`src/rtl/alu_exec_unit.sv`:
```
// ALU execution unit: registered single-cycle ALU operations plus an iterative
// shift-add unsigned multiply that writes HI/LO and stalls requests while busy.
module alu_exec_unit #(
    parameter int MUL_STEP = 1
) (
    input  logic        clock,
    input  logic        reset_n,
    input  logic        in_valid,
    output logic        in_ready,
    input  logic [5:0]  alu_ctrl,
    input  logic [31:0] op_a,
    input  logic [31:0] op_b,
    output logic        out_valid,
    output logic [31:0] result,
    output logic        zero,
    output logic        overflow,
    output logic        illegal,
    output logic [31:0] hi,
    output logic [31:0] lo
);

    localparam int MUL_CYC = 32 / MUL_STEP;

    typedef enum logic {IDLE, MUL} state_t;

    state_t             state;
    logic signed [31:0] a_s, b_s;
    logic        [31:0] sum, diff;
    logic        [31:0] alu_res;
    logic               alu_ovf, alu_ill;
    logic        [63:0] acc, acc_next, mcand, partial;
    logic        [31:0] mplier;
    logic        [5:0]  cnt;

    function automatic logic add_ovf(input logic [31:0] a, b, s);
        return (a[31] == b[31]) && (s[31] != a[31]);
    endfunction

    function automatic logic sub_ovf(input logic [31:0] a, b, d);
        return (a[31] != b[31]) && (d[31] != a[31]);
    endfunction

    assign a_s      = op_a;
    assign b_s      = op_b;
    assign sum      = op_a + op_b;
    assign diff     = op_a - op_b;
    assign in_ready = (state == IDLE);

    always_comb begin
        alu_res = '0;
        alu_ovf = 1'b0;
        alu_ill = 1'b0;
        case (alu_ctrl)
            6'h00: alu_res = op_a & op_b;
            6'h01: alu_res = op_a | op_b;
            6'h02: begin
                alu_res = sum;
                alu_ovf = add_ovf(op_a, op_b, sum);
            end
            6'h03: alu_res = sum;
            6'h04: alu_res = op_a ^ op_b;
            6'h06: begin
                alu_res = diff;
                alu_ovf = sub_ovf(op_a, op_b, diff);
            end
            6'h07: alu_res = {31'b0, a_s < b_s};
            6'h08: alu_res = {31'b0, op_a < op_b};
            6'h09: alu_res = {op_b[15:0], 16'h0};
            6'h0A: alu_res = op_b << 1;
            6'h0B: alu_res = op_b << 2;
            6'h0C: alu_res = op_b << 8;
            6'h0D: alu_res = op_b >> 1;
            6'h0E: alu_res = op_b >> 2;
            6'h0F: alu_res = op_b >> 8;
            6'h10: alu_res = b_s >>> 1;
            6'h11: alu_res = b_s >>> 2;
            6'h12: alu_res = b_s >>> 8;
            default: alu_ill = 1'b1;
        endcase
    end

    // Partial product for the MUL_STEP multiplier bits retired this cycle
    always_comb begin
        partial = '0;
        for (int i = 0; i < MUL_STEP; i++) begin
            if (mplier[i]) partial = partial + (mcand << i);
        end
    end

    assign acc_next = acc + partial;

    always_ff @(posedge clock or negedge reset_n) begin
        if (!reset_n) begin
            state     <= IDLE;
            out_valid <= 1'b0;
            result    <= '0;
            zero      <= 1'b0;
            overflow  <= 1'b0;
            illegal   <= 1'b0;
            hi        <= '0;
            lo        <= '0;
            acc       <= '0;
            mcand     <= '0;
            mplier    <= '0;
            cnt       <= '0;
        end else begin
            out_valid <= 1'b0;
            case (state)
                IDLE: begin
                    if (in_valid) begin
                        if (alu_ctrl == 6'h13) begin
                            state  <= MUL;
                            acc    <= '0;
                            mcand  <= {32'b0, op_a};
                            mplier <= op_b;
                            cnt    <= '0;
                        end else begin
                            out_valid <= 1'b1;
                            result    <= alu_res;
                            zero      <= (alu_res == '0);
                            overflow  <= alu_ovf;
                            illegal   <= alu_ill;
                        end
                    end
                end
                MUL: begin
                    acc    <= acc_next;
                    mcand  <= mcand << MUL_STEP;
                    mplier <= mplier >> MUL_STEP;
                    cnt    <= cnt + 6'd1;
                    // Last iteration: publish the product on the same edge
                    if (cnt == 6'(MUL_CYC - 1)) begin
                        state     <= IDLE;
                        {hi, lo}  <= acc_next;
                        result    <= acc_next[31:0];
                        zero      <= (acc_next[31:0] == '0);
                        overflow  <= 1'b0;
                        illegal   <= 1'b0;
                        out_valid <= 1'b1;
                    end
                end
                default: state <= IDLE;
            endcase
        end
    end

endmodule

```
`config.mk`:
```
export PLATFORM = sky130hd
export DESIGN_NAME = alu_exec_unit
export DESIGN_NICKNAME = d
export VERILOG_FILES = /design/src/rtl/alu_exec_unit.sv
export SDC_FILE = /design/constraint.sdc
export NUM_CORES = 1
export LEC_CHECK = 0
export ABC_AREA = 1
export CAP_MARGIN = 20
export CORE_UTILIZATION = 23
export CTS_BUF_LIST = sky130_fd_sc_hd__clkbuf_4
export CTS_CLUSTER_SIZE = 28
export DETAILED_ROUTE_END_ITERATION = 16
export GPL_TIMING_DRIVEN = 0
export SETUP_SLACK_MARGIN = 0.1
export SYNTH_ARGS = -nofsm -noshare
export SYNTH_HDL_FRONTEND = slang
export SYNTH_SLANG_ARGS = --single-unit
```
`constraint.sdc`:
```
create_clock -name clock -period 8.2 [get_ports clock]
set_input_delay 0.82 -clock clock [delete_from_list [all_inputs] [get_ports clock]]
set_output_delay 0.82 -clock clock [all_outputs]
set_load 0.005 [all_outputs]
```
==> summary.md, run 1 <==
| Metric | Value |
|---|---|
| #FFs+latches synth | `267` |
| Top-Level Pins | `174` |
| CTS buffer count | `75` |
| Avg Cell Area, Syn | `6.22 um^2` |
| Critical Path AT | `5.94 ns` |
| Critical path class | `reg2reg` |
| Area share of the largest cell type after synthesis | `28.3%` |
| Slew of the pin with the lowest slew margin | `1.14 ns` |
| Via count | `around 26,000` |
| Vias in the first global route | `between 20,000 and 30,000` |
| Post-synth top area cell | `dfrtp_1` |
| Pin count of the biggest net entering global routing | `113` |
| CTS H-Tree Depth | `3` |
| Crit-path cells | `clkbuf_1 > buf_1 > nand2_1 > inv_1 > ha_1 > inv_1 > fa_1 > inv_1 > nand3_1 > nand2_1 > nand3_1 > nand3_1 > nand3_1 > nand2_1 > a21boi_0 > o21bai_1 > nand2_1 > nand2_1 > nand2_1 > nand2_1 > nand2_1 > nand3_1 > nand2_1` |
| Clock Pin Slew Worst Setup and Hold Paths | `roughly 0.07 ns` |
| Tot Pwr | `7.29 mW` |
| First-pass GRT wire length | `164 mm` |
| Crit path max-delay family | `buffers and inverters` |
| Register share of total power | `26.6%` |
| Routed len/inst | `20.7 um` |
| GRT overflow | `0` |
| Die Span X | `323 um` |
| Buffers and inverters on the worst path | `5` |
| Initial DRC count | `2,518` |
| Post-Syn Nets | `4,045` |
| Comb pwr share | `56.3%` |
| GRT Overall Usage | `21.5%` |
| P_leak | `14.7 nW` |
| Max-slew violation count | `0` |
| RSZ-0062 raised after global routing | `false` |
| Drt total wl | `about 110 mm` |
| Most frequent cell after synthesis | `nand2_1` |
| Sw frac | `49.9%` |
| Cell repeated most along the worst path | `nand2_1` |
| Mapped Cells | `~3,800` |
| Post-synth ARST share | `100%` |
| Number of cells on the critical path | `23` |
| Reg2reg setup slack | `a little over 3 ns` |
| Min Tclk post-route | `approximately 5.2 ns` |
| Area of the mapped netlist | `0.0236 mm^2` |
| Slew HR | `23.7%` |
| Setup slack after layout | `3.02 ns` |
| Clk buf depth | `3` |
| Synth Flop Type | `dfrtp_1` |
| Cells on worst reg2reg path | `23` |
| Crit path largest cell delay | `0.85 ns` |
| Die height | `approximately 320 um` |
| End of the worst register-to-register path | `hi[24]` |
| DR pass1 iterations | `6` |
| Clock power share | `17.1%` |
| Outcome | `finished clean` |
| Setup Viol. Count Final | `0` |
| Hold Vio Cnt, Final | `0` |
| Distinct cells, synth | `between 50 and 60` |
| CP Launch Type | `flop` |
| Area growth, synth to finish | `18.8%` |
| Worst Setup End Kind | `flop` |
| # DRC | `0` |
| Initial antenna violation count | `3` |
| Skew final | `between 0.1 and 0.15 ns` |
| Max VDD drop | `110 uV` |
| Power per cell area | `260 mW/mm^2` |
| Vias per inst | `4.80` |
| Period utilisation layout | `around 63%` |
| RePlAce Congestion | `1.01` |
| Clk root buf | `clkbuf_4` |
| Area contributors post-synth | `dfrtp_1 28%, nand2_1 20%, inv_1 9.6%, ha_1 8.9%, nor2_1 6.0%` |
| DP Wirelength | `slightly above 90 mm` |
| Die area | `0.104 mm^2` |
| Max Clock Freq | `193 MHz` |
| Fraction of layout cells with a size suffix above 1 | `5.19%` |
| Layout net count | `~4,300` |
| Num rows | `117` |
| Internal | `3.66 mW` |
| CP startpoint | `mplier[0]` |
| Initial core utilization | `about 23%` |
| Seq/Total Area, Yosys | `28.3%` |
| Clock latency on the worst-skew pair | `0.88 ns` |
| TNS Setup | `0 ns` |
| CTS tree | `yes` |
| Final ANT Viol Nets | `0` |
| Core ar. | `0.102 mm^2` |
| Number of flops mapped to enable cells by yosys | `0` |
| HP Class | `reg2reg` |
| Ys Warns | `0` |
| Pre-CTS setup slack | `3.07 ns` |
| Crit path capture | `hi[24]` |
| P_sw | `3.64 mW` |
| I/O Buffers | `about 170` |
| Clock sink count | `267` |
| RR Startpoint | `mplier[0]` |
| Critical Path RT | `8.97 ns` |
| CP max-delay cell | `clkbuf_1` |
| List of most frequent post-synthesis cells | `1,257 x nand2_1, 606 x inv_1, 380 x nor2_1` |
| Maxcap violations | `0` |
| CP Max Fanout | `10` |
[placed cells by master (no fill, tap or decap), types with 12 or more instances in the layout]
master,netlist,layout
a31oi_1,94,94
ha_1,168,168
o21ai_0,144,144
o211ai_1,37,37
nand3_1,240,240
o22ai_1,73,73
buf_2,46,46
dfrtp_1,267,267
nand2_1,1257,1257
a21oi_1,149,149
nand3b_1,13,13
nor3_1,29,29
nor2_1,380,380
o21bai_1,15,15
clkdlybuf4s50_1,0,172
clkinv_1,3,17
xor2_1,16,16
clkbuf_1,64,64
clkbuf_4,0,98
nand4_1,32,32
xnor2_1,12,12
inv_1,606,606
[per-stage QoR]
step / cell area [um^2] / util [%] / hold slack, ns / instances
2_1_floorplan: 23600 / - / 0.448 / 3801
3_3_place_gp: 27100 / 26.6 / 0.464 / 5342
3_5_place_dp: 27100 / 26.6 / 0.467 / 5344
4_1_cts: 28100 / 27.5 / 0.484 / 5469
5_1_grt: 28100 / 27.6 / 0.502 / 5472
6_report: 28100 / 27.6 / 0.480 / 5472
[power by group through the flow]
stage | clock [mW] | sequential, mW | combinational [mW]
2_1_floorplan | 0 | 1.88 | 2.77
3_3_place_gp | 0 | 1.95 | 4.01
3_5_place_dp | 0 | 1.96 | 4.02
4_1_cts | 1.29 | 1.94 | 4.04
5_1_grt | 1.36 | 1.99 | 4.58
6_report | 1.25 | 1.94 | 4.11
[state kept, by name (all words and copies together) (netlist names)]
name       cells
lo            32
mcand         64
state          1
zero           1
acc           64
hi            32
mplier        32
illegal        1
result        32
overflow       1
cnt            6
out_valid      1
[kinds of logic after synthesis]
kind of cell             count (synthesis)  share of synthesized area, %
adder cells (fa/ha/maj)                171                          9.15
XOR/XNOR                                28                          1.04
buffers and inverters                  753                          12.5
flip-flops                             267                          28.3
AND/OR/NAND/NOR                       2001                          34.4
AO/OA/AOI/OAI                          581                          14.7
[routing by layer]
layer | wire length, um | up-vias | part of all wire [%] | global-route usage (%)
met5 | 19 | - | 0.017 | 0
met4 | 4310 | 2 | 3.8 | 8.48
met3 | 8770 | 206 | 7.8 | 4.02
met2 | 48200 | 1072 | 43 | 32.9
met1 | 51700 | 12300 | 46 | 29.5
li1 | - | 12700 | - | -
[final cells by class]
class / instances / area [um^2]
fillers: 11700 / 73800
plain buffers: 135 / 629
diodes: 3 / 7.51
clock buffers: 98 / 736
multi-input cells: 2781 / 14000
clock inverters: 26 / 183
well taps: 1368 / 1710
inverters: 618 / 2320
flip-flops and latches: 267 / 6680
repair buffers: 176 / 1800
[worst min path at each step]
| stage | start | end | slack, ns | cells past startpoint |
|---|---|---|---|---|
| finish | hi[17] | hi[17] | 0.48 | 2 |
| CTS | acc[2] | acc[2] | 0.48 | 2 |
| floorplan | acc[0] | acc[0] | 0.45 | 2 |
| global placement | hi[24] | hi[24] | 0.46 | 2 |
| detailed placement | hi[24] | hi[24] | 0.47 | 2 |
| global route | acc[19] | acc[19] | 0.50 | 2 |
[worst reg2reg max path, delay by kind of cell (launching register included)]
family                   cells  cell delay, ns
AO/OA/AOI/OAI                2            0.59
adder cells (fa/ha/maj)      2            0.69
flip-flops                   1            0.46
AND/OR/NAND/NOR             14            1.67
buffers and inverters        5            1.77
[what timing repair did]
item                      CTS  global route
buffers inserted            0             0
hold endpoints to repair   69             0
resized for setup           0             0
hold buffers                1             0
No activity file was read; power rests on OpenSTA's default activity.
==> inputs of run 2 (changes only) <==
- clock period: 8.2 -> 5.3 ns (I/O delays scaled with it)
==> run 2 against run 1 <==
  * Maximum frequency up 8.5%
  * Clock power up 54%
  * Clock skew down 0.0023 ns
  * Combinational power up 55%
  * Critical endpoint unchanged
==> summary.md, run 2 (same netlist as run 1, synthesis figures left out) <==
| Metric | Value |
|---|---|
| Routed len/inst | `20.7 um (about the same)` |
| Worst Setup End Kind | `flop (unchanged)` |
| Critical Path AT | `5.54 ns (was 5.94 ns)` |
| Placement Cell Area | `0.0271 mm^2 (unchanged)` |
| HP Class | `in2async (was reg2reg)` |
| Max-slew violation count | `0 (unchanged)` |
| Clock sink count | `267 (unchanged)` |
| Vias in the first global route | `25,400 (unchanged)` |
| Pin count of the biggest net entering global routing | `113 (unchanged)` |
| Fillcell total | `11,700 (unchanged)` |
| Slew of the pin with the lowest slew margin | `1.11 ns (was 1.14 ns)` |
| GRT overflow | `0 (unchanged)` |
| Power per cell area | `402 mW/mm^2 (was 260 mW/mm^2)` |
| Skew final | `0.142 ns (was 0.145 ns)` |
| Vias per inst | `4.81 (was 4.80)` |
| Period utilisation layout | `90.0% (was 63.1%)` |
| Max Clock Freq | `210 MHz (was 193 MHz)` |
| Die Span X | `323 um (unchanged)` |
| Clk root buf | `clkbuf_4 (unchanged)` |
| Hold Vio Cnt, Final | `0 (unchanged)` |
| Initial DRC count | `2,377 (was 2,518)` |
| Clk buf depth | `3 (unchanged)` |
| Via count | `26,300 (about the same)` |
| Regs by FF count | `acc x64, mcand x64 (unchanged)` |
| # DRC | `0 (unchanged)` |
| Max VDD drop | `170 uV (was 110 uV)` |
| Most common cell after layout, fill and taps aside | `nand2_1 (unchanged)` |
| Final Util | `27.6% (about the same)` |
| Core ar. | `0.102 mm^2 (unchanged)` |
| Multi-input gate area | `0.0140 mm^2 (unchanged)` |
| Crit path largest cell delay | `0.53 ns (was 0.85 ns)` |
| Most frequent cells in the layout | `1,257 x nand2_1, 606 x inv_1, 380 x nor2_1, 267 x dfrtp_1, 240 x nand3_1 (unchanged)` |
| CTS tree | `yes (unchanged)` |
| DP Wirelength | `93.1 mm (unchanged)` |
| Critical path class | `reg2reg (unchanged)` |
| Critical Path RT | `6.07 ns (was 8.97 ns)` |
| Drt total wl | `113 mm (about the same)` |
| P_leak | `14.7 nW (about the same)` |
| Fraction of layout cells with a size suffix above 1 | `5.22% (was 5.19%)` |
| Clock Pin Slew Worst Setup and Hold Paths | `0.07 ns (about the same)` |
| Setup slack after layout | `0.530 ns (was 3.02 ns)` |
| First-pass GRT wire length | `164 mm (unchanged)` |
| RSZ-0062 raised after global routing | `false (unchanged)` |
| Initial core utilization | `23.2% (unchanged)` |
| CP Max Fanout | `10 (unchanged)` |
| GRT Overall Usage | `21.5% (unchanged)` |
| Maxcap violations | `0 (unchanged)` |
| RePlAce Congestion | `1.01 (unchanged)` |
| Die area | `0.104 mm^2 (unchanged)` |
| Setup Viol. Count Final | `0 (unchanged)` |
| Die height | `323 um (unchanged)` |
| Worst-case hold slack | `0.279 ns (was 0.480 ns)` |
| CP max-delay cell | `buf_1 (was clkbuf_1)` |
| Area growth, synth to finish | `18.8% (about the same)` |
| Setup bufs post-CTS | `0 (unchanged)` |
| Final ANT Viol Nets | `0 (unchanged)` |
| TNS Setup | `0 ns (unchanged)` |
| CTS buffer count | `75 (unchanged)` |
| Layout net count | `4,298 (unchanged)` |
| Slew HR | `24.8% (was 23.7%)` |
| Pre-CTS setup slack | `0.166 ns (was 3.07 ns)` |
| Num rows | `117 (unchanged)` |
| DR pass1 iterations | `6 (unchanged)` |
| CP Launch Type | `flop (unchanged)` |
| Crit-path cells | `clkbuf_2 > buf_1 > nand2_1 > inv_1 > ha_1 > inv_1 > fa_1 > inv_1 > nand3_1 > nand2_1 > nand3_1 > nand3_1 > nand3_1 > nand2_1 > a21boi_0 > o21bai_1 > nand2_1 > nand2_1 > nand2_1 > nand2_1 > nand2_1 > nand3_1 > nand2_1 (was clkbuf_1 > buf_1 > nand2_1 > inv_1 > ha_1 > inv_1 > fa_1 > inv_1 > nand3_1 > nand2_1 > nand3_1 > nand3_1 > nand3_1 > nand2_1 > a21boi_0 > o21bai_1 > nand2_1 > nand2_1 > nand2_1 > nand2_1 > nand2_1 > nand3_1 > nand2_1)` |
| Initial antenna violation count | `3 (unchanged)` |
| Clock latency on the worst-skew pair | `0.88 ns (about the same)` |
| Sequential Area | `0.00668 mm^2 (unchanged)` |
| I/O Buffers | `173 (unchanged)` |
| Top-Level Pins | `174 (unchanged)` |
| Cell repeated most along the worst path | `nand2_1 (unchanged)` |
| Outcome | `finished clean (unchanged)` |
| Min Tclk post-route | `4.77 ns (was 5.18 ns)` |
| Design area | `0.0281 mm^2 (about the same)` |
| CTS H-Tree Depth | `3 (unchanged)` |
run 2: cell counts in the layout (fill, tap and decap cells not counted):
Identical to the previous run, type by type.
run 2: final timing paths:
path | start | to | slack [ns] | cells past startpoint
setup / recovery | mplier[0] | hi[24] | 0.53 | 23
hold / removal | reset_n | acc[1] | 0.28 | 2
setup reg to reg | mplier[0] | hi[24] | 0.53 | 23
hold reg to reg | hi[17] | hi[17] | 0.48 | 2
max in group asynchronous | reset_n | mplier[3] | 3.57 | 4
min in group clock | hi[17] | hi[17] | 0.48 | 2
run 2: power by group:
| group | switching [mW] | leakage (nW) | internal [mW] |
|---|---|---|---|
| Combinational | 4.28 | 10.9 | 2.07 |
| Sequential | 0.386 | 3.29 | 2.62 |
| Clock | 0.962 | 0.539 | 0.965 |
| Total | 5.63 | 14.7 | 5.66 |
run 2: per-stage QoR:
stage	std cells	power, mW
2_1_floorplan	3801	7.19
3_3_place_gp	5342	9.22
3_5_place_dp	5344	9.26
4_1_cts	5469	11.3
5_1_grt	5472	12.3
6_report	5472	11.3
run 2: worst max-delay path, delay by kind of cell, from the launching register on:
kind,cells,cell delay [ns]
AOI/OAI and AO/OA,2,0.59
adders and majority gates,2,0.68
buffers and inverters,5,1.35
DFF,1,0.48
and+or+nand+nor,14,1.66
run 2: timing repair:
| item | in CTS | in global routing |
|---|---|---|
| endpoints found under the setup margin | 0 | 7 |
| hold endpoints to repair | 73 | 0 |
| hold buffers | 1 | 0 |
| resized for setup | 0 | 3 |
run 2: layout make-up:
cell class	instances	area share [%]
antenna	3	0.0267
buffer	135	2.25
clock buffer	98	2.62
clock inverter	26	0.651
inverter	618	8.27
multi-input combinational	2781	49.9
sequential	267	23.8
tap	1368	6.10
timing repair buffer	176	6.42
run 2: layer usage:
layer / up-vias / wire [um] / GRT usage, %
met5: - / 19 / 0
met4: 2 / 4520 / 8.48
met3: 222 / 8600 / 4.02
met2: 1074 / 48000 / 32.9
met1: 12400 / 51900 / 29.5
li1: 12700 / - / -
==> inputs of run 3 (changes only) <==
- REMOVE_ABC_BUFFERS: default -> 1
==> run 3 against run 2 <==
  * First-iteration DRC count fell by 0.55%
  * Non-clock buffer count shrank 124
  * Clock skew decreased by 0.083 ns
  * Clock power rose by 8%
  * Core utilization fell by 0.22 points
  * Combinational power fell by 2%
  * Via count down 3.4%
  * Cell count fell by 2.0%
  * Sequential power about the same
  * Cell area down 0.81%
  * Hold slack improved by 0.016 ns
  * Worst setup slack better by 0.69 ns
  * Largest cell class unchanged
==> summary.md, run 3 (same netlist as run 1, synthesis figures left out) <==
| Metric | Value |
|---|---|
| Initial DRC count | `2,364 (was 2,377)` |
| Core ar. | `0.102 mm^2 (unchanged)` |
| Crit-path cells | `clkdlybuf4s50_1 > inv_1 > ha_1 > nand2_1 > nor2_1 > and3_1 > nand2_1 > nand2_1 > nand2_1 > nand2_1 > nand2_1 > nand3_1 > nand3_1 > nor2_1 > nand3_1 > nor2_1 > nand3_1 > a21oi_1 (was clkbuf_2 > buf_1 > nand2_1 > inv_1 > ha_1 > inv_1 > fa_1 > inv_1 > nand3_1 > nand2_1 > nand3_1 > nand3_1 > nand3_1 > nand2_1 > a21boi_0 > o21bai_1 > nand2_1 > nand2_1 > nand2_1 > nand2_1 > nand2_1 > nand3_1 > nand2_1)` |
| Cell repeated most along the worst path | `nand2_1 (unchanged)` |
| Final ANT Viol Nets | `0 (unchanged)` |
| Pre-CTS setup slack | `0.542 ns (was 0.166 ns)` |
| Max Clock Freq | `245 MHz (was 210 MHz)` |
| # DRC | `0 (unchanged)` |
| DR pass1 iterations | `5 (was 6)` |
| Clock latency on the worst-skew pair | `0.87 ns (was 0.88 ns)` |
| Clk root buf | `clkbuf_4 (unchanged)` |
| Initial antenna violation count | `4 (was 3)` |
| Die area | `0.104 mm^2 (unchanged)` |
| Initial core utilization | `23.2% (unchanged)` |
| Die Span X | `323 um (unchanged)` |
| Post-CTS Resized | `0 (unchanged)` |
| Setup Viol. Count Final | `0 (unchanged)` |
| Reg2reg setup slack | `1.52 ns (was 0.53 ns)` |
| Most common cell after layout, fill and taps aside | `nand2_1 (unchanged)` |
| Maxcap violations | `0 (unchanged)` |
| HP Class | `in2async (unchanged)` |
| Regs by FF count | `acc x64, mcand x64 (unchanged)` |
| Buffers and inverters on the worst path | `2 (was 5)` |
| Design area | `0.0278 mm^2 (was 0.0281 mm^2)` |
| Fraction of layout cells with a size suffix above 1 | `4.56% (was 5.22%)` |
| End of the worst register-to-register path | `zero (was hi[24])` |
| Drt total wl | `102 mm (was 113 mm)` |
| Period utilisation layout | `76.9% (was 90.0%)` |
| CTS buffer count | `78 (was 75)` |
| Hold Vio Cnt, Final | `0 (unchanged)` |
| Crit path capture | `zero (was hi[24])` |
| Final Util | `27.3% (was 27.6%)` |
| Cells on worst reg2reg path | `22 (was 23)` |
| Worst Setup End Kind | `flop (unchanged)` |
| Slew of the pin with the lowest slew margin | `1.00 ns (was 1.11 ns)` |
| Critical Path RT | `6.04 ns (was 6.07 ns)` |
| Routed len/inst | `19.0 um (was 20.7 um)` |
| Outcome | `finished clean (unchanged)` |
| I/O Buffers | `173 (unchanged)` |
| Power per cell area | `406 mW/mm^2 (was 402 mW/mm^2)` |
| Max-slew violation count | `0 (unchanged)` |
| Pin count of the biggest net entering global routing | `121 (was 113)` |
| DP Wirelength | `80.1 mm (was 93.1 mm)` |
| Num rows | `117 (unchanged)` |
| Min Tclk post-route | `4.08 ns (was 4.77 ns)` |
| CP startpoint | `op_b[14] (was mplier[0])` |
| Slew HR | `33.1% (was 24.8%)` |
| Clk buf depth | `3 (unchanged)` |
| RSZ-0062 raised after global routing | `false (unchanged)` |
| Setup slack after layout | `1.22 ns (was 0.530 ns)` |
| Vias per inst | `4.74 (was 4.81)` |
| Clock sink count | `267 (unchanged)` |
| Top-Level Pins | `174 (unchanged)` |
| GRT overflow | `0 (unchanged)` |
| Vias in the first global route | `24,400 (was 25,400)` |
| CP Launch Type | `input port (was flop)` |
| Die height | `323 um (unchanged)` |
| GRT Overall Usage | `19.4% (was 21.5%)` |
| First-pass GRT wire length | `151 mm (was 164 mm)` |
| Most frequent cells in the layout | `1,256 x nand2_1, 606 x inv_1, 380 x nor2_1, 265 x dfrtp_1, 238 x nand3_1 (was 1,257 x nand2_1, 606 x inv_1, 380 x nor2_1, 267 x dfrtp_1, 240 x nand3_1)` |
| Crit path max-delay family | `simple AND/OR/NAND/NOR gates (unchanged)` |
| Critical Path AT | `4.82 ns (was 5.54 ns)` |
| Clock Pin Slew Worst Setup and Hold Paths | `0.06 ns (was 0.07 ns)` |
| CTS H-Tree Depth | `3 (unchanged)` |
| Area growth, synth to finish | `17.8% (was 18.8%)` |
| RePlAce Congestion | `0.960 (was 1.01)` |
| Crit path largest cell delay | `0.92 ns (was 0.53 ns)` |
| CP max-delay cell | `clkdlybuf4s50_1 (was buf_1)` |
| CTS tree | `yes (unchanged)` |
| RR Startpoint | `mplier[0] (unchanged)` |
| Skew final | `0.0596 ns (was 0.142 ns)` |
| Layout net count | `4,177 (was 4,298)` |
| Number of cells on the critical path | `18 (was 23)` |
| Via count | `25,400 (was 26,300)` |
| Max VDD drop | `160 uV (was 170 uV)` |
| CP Max Fanout | `8 (was 10)` |
| Critical path class | `in2reg (was reg2reg)` |
| P_leak | `14.5 nW (was 14.7 nW)` |
| Placement Cell Area | `0.0268 mm^2 (was 0.0271 mm^2)` |
run 3: metal layers:
layer / track usage, % / wire [um]
met1: 25.6 / 45500
met2: 30.4 / 44600
met3: 4.20 / 7550
met5: 0 / 13
met4: 7.95 / 4210
run 3: area by class of cell:
class | instances | area (um^2)
clock buffer | 108 | 811
multi-input combinational | 2781 | 14000
timing repair buffer | 187 | 2070
clock inverter | 30 | 195
sequential | 267 | 6690
fill | 11600 | 74000
antenna | 2 | 5.00
inverter | 618 | 2330
tap | 1368 | 1710
run 3: how the worst min path moves through the flow:
stage               to  slack [ns]  cells after the start
2_1_floorplan   acc[0]        0.23                      0
3_3_place_gp    hi[17]        0.46                      2
3_5_place_dp    hi[19]        0.47                      2
4_1_cts        acc[47]        0.28                      2
5_1_grt          state        0.34                      2
6_report         state        0.29                      2
run 3: worst register-to-register path: cells and delay by family (launching register included):
family / cells / cell delay [ns]
compound gates: 1 / 0.13
buf+inv: 4 / 0.40
fa+ha+maj: 2 / 0.66
simple gates: 15 / 1.91
flops: 1 / 0.61
run 3: where the power goes:
| part | switching, mW | internal, mW |
|---|---|---|
| combinational | 4.17 | 2.07 |
| sequential | 0.357 | 2.62 |
| clock | 1.03 | 1.05 |
| total | 5.56 | 5.74 |
run 3: what timing repair did:
item / in CTS / in global routing
setup endpoints to repair: 0 / 0
endpoints found under the hold margin: 97 / 0
buffers inserted: 0 / 0
hold buffers: 1 / 0
run 3: through the flow:
stage	hold slack (ns)	std cells	total power [mW]	TNS, ns
after floorplan	0.234	3666	7.17	-597.59
after global placement	0.463	5207	9.16	-4665.07
after detailed placement	0.466	5220	9.19	0
after CTS	0.279	5359	11.4	0
after global routing	0.339	5360	12.3	0
final	0.294	5361	11.3	0
